<file path="src/rtl/axil_cmd_master_if.sv">
// axil_cmd_master_if: AXI-Lite bus (aw, w, b, ar, r) with initiator/target modports.
interface AXI_LITE #(
   parameter int ADDR_WIDTH = 32,
   parameter int DATA_WIDTH = 32
);
   localparam int STRB_WIDTH = DATA_WIDTH / 8;
   logic                  aw_valid, aw_ready;
   logic [ADDR_WIDTH-1:0] aw_addr;
   logic [2:0]            aw_prot;
   logic                  w_valid, w_ready;
   logic [DATA_WIDTH-1:0] w_data;
   logic [STRB_WIDTH-1:0] w_strb;
   logic                  b_valid, b_ready;
   logic [1:0]            b_resp;
   logic                  ar_valid, ar_ready;
   logic [ADDR_WIDTH-1:0] ar_addr;
   logic [2:0]            ar_prot;
   logic                  r_valid, r_ready;
   logic [DATA_WIDTH-1:0] r_data;
   logic [1:0]            r_resp;
   modport Master (
      output aw_valid, aw_addr, aw_prot, w_valid, w_data, w_strb, b_ready,
             ar_valid, ar_addr, ar_prot, r_ready,
      input  aw_ready, w_ready, b_valid, b_resp, ar_ready, r_valid, r_data, r_resp
   );
   modport Slave (
      input  aw_valid, aw_addr, aw_prot, w_valid, w_data, w_strb, b_ready,
             ar_valid, ar_addr, ar_prot, r_ready,
      output aw_ready, w_ready, b_valid, b_resp, ar_ready, r_valid, r_data, r_resp
   );
endinterface

</file>
<file path="src/rtl/axil_cmd_master.sv">
// axil_cmd_master: queues read/write commands and executes them one at a time as AXI-Lite transactions.
module axil_cmd_master #(
   parameter int ADDR_WIDTH = 32,
   parameter int DATA_WIDTH = 32,
   parameter int FIFO_DEPTH = 4,
   localparam int STRB_WIDTH = DATA_WIDTH / 8
) (
   input  logic                  clk,
   input  logic                  rst,
   input  logic                  cmd_valid,
   output logic                  cmd_ready,
   input  logic                  cmd_write,
   input  logic [ADDR_WIDTH-1:0] cmd_addr,
   input  logic [DATA_WIDTH-1:0] cmd_data,
   input  logic [STRB_WIDTH-1:0] cmd_strb,
   output logic                  rsp_valid,
   input  logic                  rsp_ready,
   output logic                  rsp_write,
   output logic [DATA_WIDTH-1:0] rsp_data,
   output logic [1:0]            rsp_resp,
   output logic                  busy,
   AXI_LITE.Master               axi_master
);
   localparam int PW = $clog2(FIFO_DEPTH);
   localparam int EW = 1 + ADDR_WIDTH + DATA_WIDTH + STRB_WIDTH;
   typedef enum logic [2:0] {IDLE, WR, WR_B, RD_AR, RD_R, RSP} state_t;
   state_t state_q, state_d;
   logic [EW-1:0] mem_q [FIFO_DEPTH];
   logic [EW-1:0] mem_d [FIFO_DEPTH];
   logic [PW-1:0] wptr_q, wptr_d, rptr_q, rptr_d;
   logic [PW:0] cnt_q, cnt_d;
   logic wr_q, wr_d;
   logic [ADDR_WIDTH-1:0] addr_q, addr_d;
   logic [DATA_WIDTH-1:0] data_q, data_d, rsp_data_q, rsp_data_d;
   logic [STRB_WIDTH-1:0] strb_q, strb_d;
   logic aw_valid_q, aw_valid_d, w_valid_q, w_valid_d, b_ready_q, b_ready_d;
   logic ar_valid_q, ar_valid_d, r_ready_q, r_ready_d;
   logic rsp_valid_q, rsp_valid_d, rsp_write_q, rsp_write_d;
   logic [1:0] rsp_resp_q, rsp_resp_d;
   logic push, pop;
   logic [EW-1:0] head;
   assign cmd_ready = cnt_q != (PW+1)'(FIFO_DEPTH);
   assign push = cmd_valid && cmd_ready;
   assign pop = state_q == IDLE && cnt_q != '0;
   assign head = mem_q[rptr_q];
   assign busy = cnt_q != '0 || state_q != IDLE;
   assign rsp_valid = rsp_valid_q;
   assign rsp_write = rsp_write_q;
   assign rsp_data = rsp_data_q;
   assign rsp_resp = rsp_resp_q;
   assign axi_master.aw_valid = aw_valid_q;
   assign axi_master.aw_addr = addr_q;
   assign axi_master.aw_prot = 3'b000;
   assign axi_master.w_valid = w_valid_q;
   assign axi_master.w_data = data_q;
   assign axi_master.w_strb = strb_q;
   assign axi_master.b_ready = b_ready_q;
   assign axi_master.ar_valid = ar_valid_q;
   assign axi_master.ar_addr = addr_q;
   assign axi_master.ar_prot = 3'b000;
   assign axi_master.r_ready = r_ready_q;
   always_comb begin
      mem_d = mem_q;
      if (push) mem_d[wptr_q] = {cmd_write, cmd_addr, cmd_data, cmd_strb};
      wptr_d = wptr_q + PW'(push);
      rptr_d = rptr_q + PW'(pop);
      cnt_d = cnt_q + (PW+1)'(push) - (PW+1)'(pop);
   end
   always_comb begin
      state_d = state_q;
      {wr_d, addr_d, data_d, strb_d} = {wr_q, addr_q, data_q, strb_q};
      aw_valid_d = aw_valid_q;
      w_valid_d = w_valid_q;
      b_ready_d = b_ready_q;
      ar_valid_d = ar_valid_q;
      r_ready_d = r_ready_q;
      rsp_valid_d = rsp_valid_q;
      rsp_write_d = rsp_write_q;
      rsp_data_d = rsp_data_q;
      rsp_resp_d = rsp_resp_q;
      case (state_q)
         IDLE: if (pop) begin
            {wr_d, addr_d, data_d, strb_d} = head;
            state_d = head[EW-1] ? WR : RD_AR;
            aw_valid_d = head[EW-1];
            w_valid_d = head[EW-1];
            ar_valid_d = !head[EW-1];
         end
         WR: begin
            // each valid drops on its own handshake; both low means both done
            aw_valid_d = aw_valid_q && !axi_master.aw_ready;
            w_valid_d = w_valid_q && !axi_master.w_ready;
            if (!aw_valid_d && !w_valid_d) begin
               state_d = WR_B;
               b_ready_d = 1'b1;
            end
         end
         WR_B: if (axi_master.b_valid) begin
            b_ready_d = 1'b0;
            rsp_valid_d = 1'b1;
            rsp_write_d = 1'b1;
            rsp_data_d = '0;
            rsp_resp_d = axi_master.b_resp;
            state_d = RSP;
         end
         RD_AR: if (axi_master.ar_ready) begin
            ar_valid_d = 1'b0;
            r_ready_d = 1'b1;
            state_d = RD_R;
         end
         RD_R: if (axi_master.r_valid) begin
            r_ready_d = 1'b0;
            rsp_valid_d = 1'b1;
            rsp_write_d = 1'b0;
            rsp_data_d = axi_master.r_data;
            rsp_resp_d = axi_master.r_resp;
            state_d = RSP;
         end
         RSP: if (rsp_ready) begin
            rsp_valid_d = 1'b0;
            state_d = IDLE;
         end
         default: state_d = IDLE;
      endcase
   end
   always_ff @(posedge clk) begin
      if (rst) begin
         state_q <= IDLE;
         mem_q <= '{default: '0};
         wptr_q <= '0;
         rptr_q <= '0;
         cnt_q <= '0;
         {wr_q, addr_q, data_q, strb_q} <= '0;
         {aw_valid_q, w_valid_q, b_ready_q, ar_valid_q, r_ready_q} <= '0;
         {rsp_valid_q, rsp_write_q, rsp_data_q, rsp_resp_q} <= '0;
      end else begin
         state_q <= state_d;
         mem_q <= mem_d;
         wptr_q <= wptr_d;
         rptr_q <= rptr_d;
         cnt_q <= cnt_d;
         {wr_q, addr_q, data_q, strb_q} <= {wr_d, addr_d, data_d, strb_d};
         {aw_valid_q, w_valid_q, b_ready_q, ar_valid_q, r_ready_q} <= {aw_valid_d, w_valid_d, b_ready_d, ar_valid_d, r_ready_d};
         {rsp_valid_q, rsp_write_q, rsp_data_q, rsp_resp_q} <= {rsp_valid_d, rsp_write_d, rsp_data_d, rsp_resp_d};
      end
   end
endmodule

</file>
<file path="src/flat_wrapper.sv">
// flat-port wrapper written by rule: the top's interface ports become plain ports
module axil_cmd_master_flat 
#(
   parameter int ADDR_WIDTH = 32,
   parameter int DATA_WIDTH = 32,
   parameter int FIFO_DEPTH = 4,
   localparam int STRB_WIDTH = DATA_WIDTH / 8
)
  (clk, rst, cmd_valid, cmd_ready, cmd_write, cmd_addr, cmd_data, cmd_strb, rsp_valid, rsp_ready, rsp_write, rsp_data, rsp_resp, busy, axi_master_aw_valid, axi_master_aw_addr, axi_master_aw_prot, axi_master_w_valid, axi_master_w_data, axi_master_w_strb, axi_master_b_ready, axi_master_ar_valid, axi_master_ar_addr, axi_master_ar_prot, axi_master_r_ready, axi_master_aw_ready, axi_master_w_ready, axi_master_b_valid, axi_master_b_resp, axi_master_ar_ready, axi_master_r_valid, axi_master_r_data, axi_master_r_resp);
  AXI_LITE #(.ADDR_WIDTH(ADDR_WIDTH), .DATA_WIDTH(DATA_WIDTH)) axi_master_i ();
  input  logic clk;
  input  logic rst;
  input  logic cmd_valid;
  output logic cmd_ready;
  input  logic cmd_write;
  input  logic [ADDR_WIDTH-1:0] cmd_addr;
  input  logic [DATA_WIDTH-1:0] cmd_data;
  input  logic [STRB_WIDTH-1:0] cmd_strb;
  output logic rsp_valid;
  input  logic rsp_ready;
  output logic rsp_write;
  output logic [DATA_WIDTH-1:0] rsp_data;
  output logic [1:0] rsp_resp;
  output logic busy;
  output wire logic [$bits(axi_master_i.aw_valid)-1:0] axi_master_aw_valid;
  output wire logic [$bits(axi_master_i.aw_addr)-1:0] axi_master_aw_addr;
  output wire logic [$bits(axi_master_i.aw_prot)-1:0] axi_master_aw_prot;
  output wire logic [$bits(axi_master_i.w_valid)-1:0] axi_master_w_valid;
  output wire logic [$bits(axi_master_i.w_data)-1:0] axi_master_w_data;
  output wire logic [$bits(axi_master_i.w_strb)-1:0] axi_master_w_strb;
  output wire logic [$bits(axi_master_i.b_ready)-1:0] axi_master_b_ready;
  output wire logic [$bits(axi_master_i.ar_valid)-1:0] axi_master_ar_valid;
  output wire logic [$bits(axi_master_i.ar_addr)-1:0] axi_master_ar_addr;
  output wire logic [$bits(axi_master_i.ar_prot)-1:0] axi_master_ar_prot;
  output wire logic [$bits(axi_master_i.r_ready)-1:0] axi_master_r_ready;
  input wire logic [$bits(axi_master_i.aw_ready)-1:0] axi_master_aw_ready;
  input wire logic [$bits(axi_master_i.w_ready)-1:0] axi_master_w_ready;
  input wire logic [$bits(axi_master_i.b_valid)-1:0] axi_master_b_valid;
  input wire logic [$bits(axi_master_i.b_resp)-1:0] axi_master_b_resp;
  input wire logic [$bits(axi_master_i.ar_ready)-1:0] axi_master_ar_ready;
  input wire logic [$bits(axi_master_i.r_valid)-1:0] axi_master_r_valid;
  input wire logic [$bits(axi_master_i.r_data)-1:0] axi_master_r_data;
  input wire logic [$bits(axi_master_i.r_resp)-1:0] axi_master_r_resp;
  assign axi_master_aw_valid = axi_master_i.aw_valid;
  assign axi_master_aw_addr = axi_master_i.aw_addr;
  assign axi_master_aw_prot = axi_master_i.aw_prot;
  assign axi_master_w_valid = axi_master_i.w_valid;
  assign axi_master_w_data = axi_master_i.w_data;
  assign axi_master_w_strb = axi_master_i.w_strb;
  assign axi_master_b_ready = axi_master_i.b_ready;
  assign axi_master_ar_valid = axi_master_i.ar_valid;
  assign axi_master_ar_addr = axi_master_i.ar_addr;
  assign axi_master_ar_prot = axi_master_i.ar_prot;
  assign axi_master_r_ready = axi_master_i.r_ready;
  assign axi_master_i.aw_ready = axi_master_aw_ready;
  assign axi_master_i.w_ready = axi_master_w_ready;
  assign axi_master_i.b_valid = axi_master_b_valid;
  assign axi_master_i.b_resp = axi_master_b_resp;
  assign axi_master_i.ar_ready = axi_master_ar_ready;
  assign axi_master_i.r_valid = axi_master_r_valid;
  assign axi_master_i.r_data = axi_master_r_data;
  assign axi_master_i.r_resp = axi_master_r_resp;
  axil_cmd_master #(.ADDR_WIDTH(ADDR_WIDTH), .DATA_WIDTH(DATA_WIDTH), .FIFO_DEPTH(FIFO_DEPTH)) u_core (.clk(clk), .rst(rst), .cmd_valid(cmd_valid), .cmd_ready(cmd_ready), .cmd_write(cmd_write), .cmd_addr(cmd_addr), .cmd_data(cmd_data), .cmd_strb(cmd_strb), .rsp_valid(rsp_valid), .rsp_ready(rsp_ready), .rsp_write(rsp_write), .rsp_data(rsp_data), .rsp_resp(rsp_resp), .busy(busy), .axi_master(axi_master_i));
endmodule
</file>
<file path="config.mk">
export PLATFORM = sky130hd
export DESIGN_NAME = axil_cmd_master_flat
export DESIGN_NICKNAME = d
export VERILOG_FILES = /design/src/rtl/axil_cmd_master_if.sv /design/src/rtl/axil_cmd_master.sv /design/src/flat_wrapper.sv
export SDC_FILE = /design/constraint.sdc
export NUM_CORES = 1
export LEC_CHECK = 0
export BUFFER_PORTS_ARGS = -buffer_cell sky130_fd_sc_hd__buf_4
export CAP_MARGIN = 20
export CORE_UTILIZATION = 50
export CTS_CLUSTER_SIZE = 8
export DETAILED_ROUTE_END_ITERATION = 6
export GPL_ROUTABILITY_DRIVEN = 0
export PLACE_DENSITY = 0.78
export SYNTH_ARGS = -nofsm -noshare
export SYNTH_HDL_FRONTEND = slang
export SYNTH_SLANG_ARGS = --single-unit
</file>
<file path="constraint.sdc">
create_clock -name clk -period 3.2 [get_ports clk]
set_input_delay 0.48 -clock clk [delete_from_list [all_inputs] [get_ports clk]]
set_output_delay 0.48 -clock clk [all_outputs]
set_load 0.02 [all_outputs]
</file>
==> results.sh <==
export IMPL_hold_path_end="u_core.rsp_write"
export IMPL_dr_total_vias=13500
export IMPL_clk_pin_slew_worst_paths_ns=0.05
export IMPL_ys_ff_latch=395
export IMPL_antenna_found_initial=0
export IMPL_startpoint_type="register"
export IMPL_violations="DRC"
export IMPL_yosysSeqAreaShare_pct=50.0
export IMPL_clk_path_buf_depth=3
export IMPL_avgSynthCellArea_sq_um=8.45
export IMPL_holdWs_ns=0.156
export IMPL_synth_area_sq_mm=0.0158
export IMPL_p_per_area_mw_per_mm2=744
export IMPL_required_ns=2.72
export IMPL_drc=64
export IMPL_cts_inserted_buffers=55
export IMPL_instances_no_fill=2429
export IMPL_synth_warnings=0
export IMPL_post_route_util_pct=62.0
export IMPL_nets=2146
export IMPL_routed_wl_mm=42.4
export IMPL_start_util_pct=51.3
export IMPL_max_slew_margin_pct=28.6
export IMPL_ios=263
export IMPL_grt_max_degree=135
export IMPL_critPathKind="register to primary output"
export IMPL_cap_violations=0
export IMPL_report_final_slew_viol_count=0
export IMPL_die_h_microns=180
export IMPL_first_pass_iters=7
export IMPL_p_total_mw=14.2
export IMPL_cp_arrival_ns=1.83
export IMPL_fin_area_sq_mm=0.0191
export IMPL_row_count=64
export IMPL_cts_repair_resized=0
export IMPL_finalCritPeriodShare_pct=72.1
export IMPL_r2r_end="u_core.mem_q[227]"
export IMPL_drt_iter0_drc=971
export IMPL_finalSetupTns_ns=0
export IMPL_grt_pass1_vias=13400
export IMPL_grt_pass1_wl_mm=68.2
export IMPL_dp_cells=2368
export IMPL_io_buffer_count=256
export IMPL_finClkSkew_ns=0.00819
export IMPL_hold_start="axi_master_r_valid"
export IMPL_cts_tree="done"
export IMPL_p_leak_nw=6.97
export IMPL_rsz0062_at_grt="false"
export IMPL_hp_class="input pin to register"
export IMPL_dp_worst_setup_slack_ns=0.896
export IMPL_r2r_start="u_core.cnt_q[2]"
export IMPL_clkLatencyLatePin_ns=0.55
export IMPL_grtUsageTotal_pct=25.9
export IMPL_vias_per_cell=5.56
export IMPL_root_buffer="clkbuf_16"
export IMPL_crit_fanout=3
export IMPL_reg2reg_depth=6
export IMPL_cts_hold_fix_buffers=0
export IMPL_setup_violations=0
export IMPL_core_area_sq_mm=0.0308
export IMPL_status="finished, violations left"
export IMPL_cp_end_kind="primary output"
export IMPL_final_hold_viol_count=0
export IMPL_hpwl_mm=25.0
export IMPL_htreeDepth=2
export IMPL_tightest_slew_ns=1.07
export IMPL_syn_to_final_growth_pct=20.8
export IMPL_die_area_sq_mm=0.0324
export IMPL_post_cts_buffers=0
export IMPL_wire_per_inst_microns=17.5
export IMPL_cpPeakStageDelay_ns=0.48
export IMPL_drive_above_1_share_pct=21.3
export IMPL_min_path_cells=2
export IMPL_crit_chain="nor3_1 > nand2_1 > buf_4"
export IMPL_synthCells=1872
export IMPL_ant_nets=0
export IMPL_cpMaxStageDelayCell="nor3_1"
export IMPL_cts_sinks=395
export IMPL_chipWidth_microns=180
export IMPL_ys_types=44
export IMPL_period_minus_slack_ns=2.31
export IMPL_rrSetupSlack_ns=0.90
export IMPL_placed_area_sq_mm=0.0177
export IMPL_fmax_mhz=433
export IMPL_peakVddDrop_uv=492
export IMPL_setup_ws_ns=0.892
export IMPL_grt_overflow_total=0
## layout by cell type (no fill, tap or decap), types with 2 or more instances in the layout
master	count
nand2_1	726
dfxtp_1	393
a21oi_1	380
buf_4	272
mux4_2	69
clkbuf_16	56
nand3_1	32
nor2_1	15
buf_12	10
conb_1	6
inv_1	5
nor2b_1	5
o21ai_0	4
xnor2_1	4
a211oi_1	4
nor3_1	3
nand2b_1	3
o221a_2	3
mux2i_1	3
nor3b_4	2
nand3b_4	2
o21a_1	2
ha_1	2
dfxtp_4	2
## where the power goes
| part | internal (mW) | leakage [nW] | switching [mW] | total [mW] |
|---|---|---|---|---|
| clock network | 3.05 | 0.703 | 1.95 | 5.00 |
| registers | 5.37 | 3.20 | 0.410 | 5.78 |
| logic | 1.30 | 3.07 | 2.13 | 3.43 |
| total | 9.72 | 6.97 | 4.50 | 14.2 |
## sequential cells by signal, indices dropped and copies added, names as in the netlist
signal and count:
u_core.rptr_q 2, u_core.axi_master.w_valid 1, u_core.rsp_data 32, u_core.axi_master.b_ready 1
u_core.axi_master.ar_addr 32, u_core.wptr_q 2, u_core.rsp_valid 1, u_core.state_q 3
u_core.rsp_write 1, u_core.axi_master.w_data 32, u_core.cnt_q 3, u_core.rsp_resp 2
u_core.axi_master.w_strb 4, u_core.axi_master.r_ready 1, u_core.axi_master.ar_valid 1, u_core.mem_q 276
u_core.axi_master.aw_valid 1
## layout make-up
class                      instances  area [sq um]
tap                              396           495
sequential                       395          7920
inverter                           6          25.0
multi-input combinational       1288          6980
clock inverter                     3          32.5
timing repair buffer             283          2260
fill                            2538         11700
antenna                            1          2.50
clock buffer                      57          1410
## cell families (layout without fill, tap and decap cells)
family / Yosys count / after routing / synth area share, %
xor gates and xnor gates: 5 / 5 / 0.277
buffers and inverters: 194 / 349 / 6.39
AOI/OAI and AO/OA: 401 / 401 / 13.0
adders and majority gates: 3 / 3 / 0.285
DFF: 395 / 395 / 50.0
and+or+nand+nor: 801 / 801 / 20.0
muxes: 72 / 72 / 10.0
other: 1 / 7 / 0.0237
## critical path: cells and delay by family (launching register included)
family	cells	cell delay (ns)
buf+inv	1	0.23
simple gates	2	0.73
flops	1	0.32
## metal layers
metal,vias up,GRT usage (%),part of all wire (%)
met5,-,0,0
met4,0,11.1,3.4
met3,105,4.78,8.2
met2,560,45.4,49
met1,6370,31.0,39
li1,6469,-,-
## worst max path at each step
stage                      startpoint                end  slack (ns)
floorplan           u_core.state_q[1]    u_core.cnt_q[2]        0.93
global placement      u_core.cnt_q[2]  u_core.mem_q[209]        0.94
detailed placement    u_core.cnt_q[2]  u_core.mem_q[235]        0.90
CTS                 u_core.state_q[0]    u_core.cnt_q[2]        0.88
global route        u_core.state_q[0]    u_core.cnt_q[2]        0.73
finish                u_core.cnt_q[2]               busy        0.89
## synthesized netlist by cell type (all sizes together)
master | number | area (sq um)
o21ai | 4 | 20.0
inv | 6 | 25.0
fa | 1 | 20.0
mux2i | 3 | 30.0
nor2b | 6 | 37.5
nor3 | 5 | 35.0
dfxtp | 395 | 7910
o22ai | 1 | 6.26
or3b | 1 | 11.3
a21oi | 381 | 1910
a31o | 1 | 8.76
nand4b | 1 | 8.76
a221oi | 1 | 8.76
and3 | 1 | 11.3
nand3b | 2 | 22.5
nor3b | 3 | 32.5
nand2 | 727 | 2740
or3 | 2 | 12.5
o221a | 3 | 33.8
ha | 2 | 25.0
a21o | 1 | 7.51
a2111oi | 1 | 8.76
a211oi | 4 | 30.0
conb | 1 | 3.75
xnor2 | 4 | 35.0
mux4 | 69 | 1550
o211ai | 1 | 7.51
buf | 110 | 693
nand3 | 33 | 170
a31oi | 1 | 6.26
clkbuf | 78 | 293
o21a | 2 | 15.0
nand2b | 4 | 25.0
xor2 | 1 | 8.76
nor2 | 16 | 60.1
(Power assumes the default switching activity.)
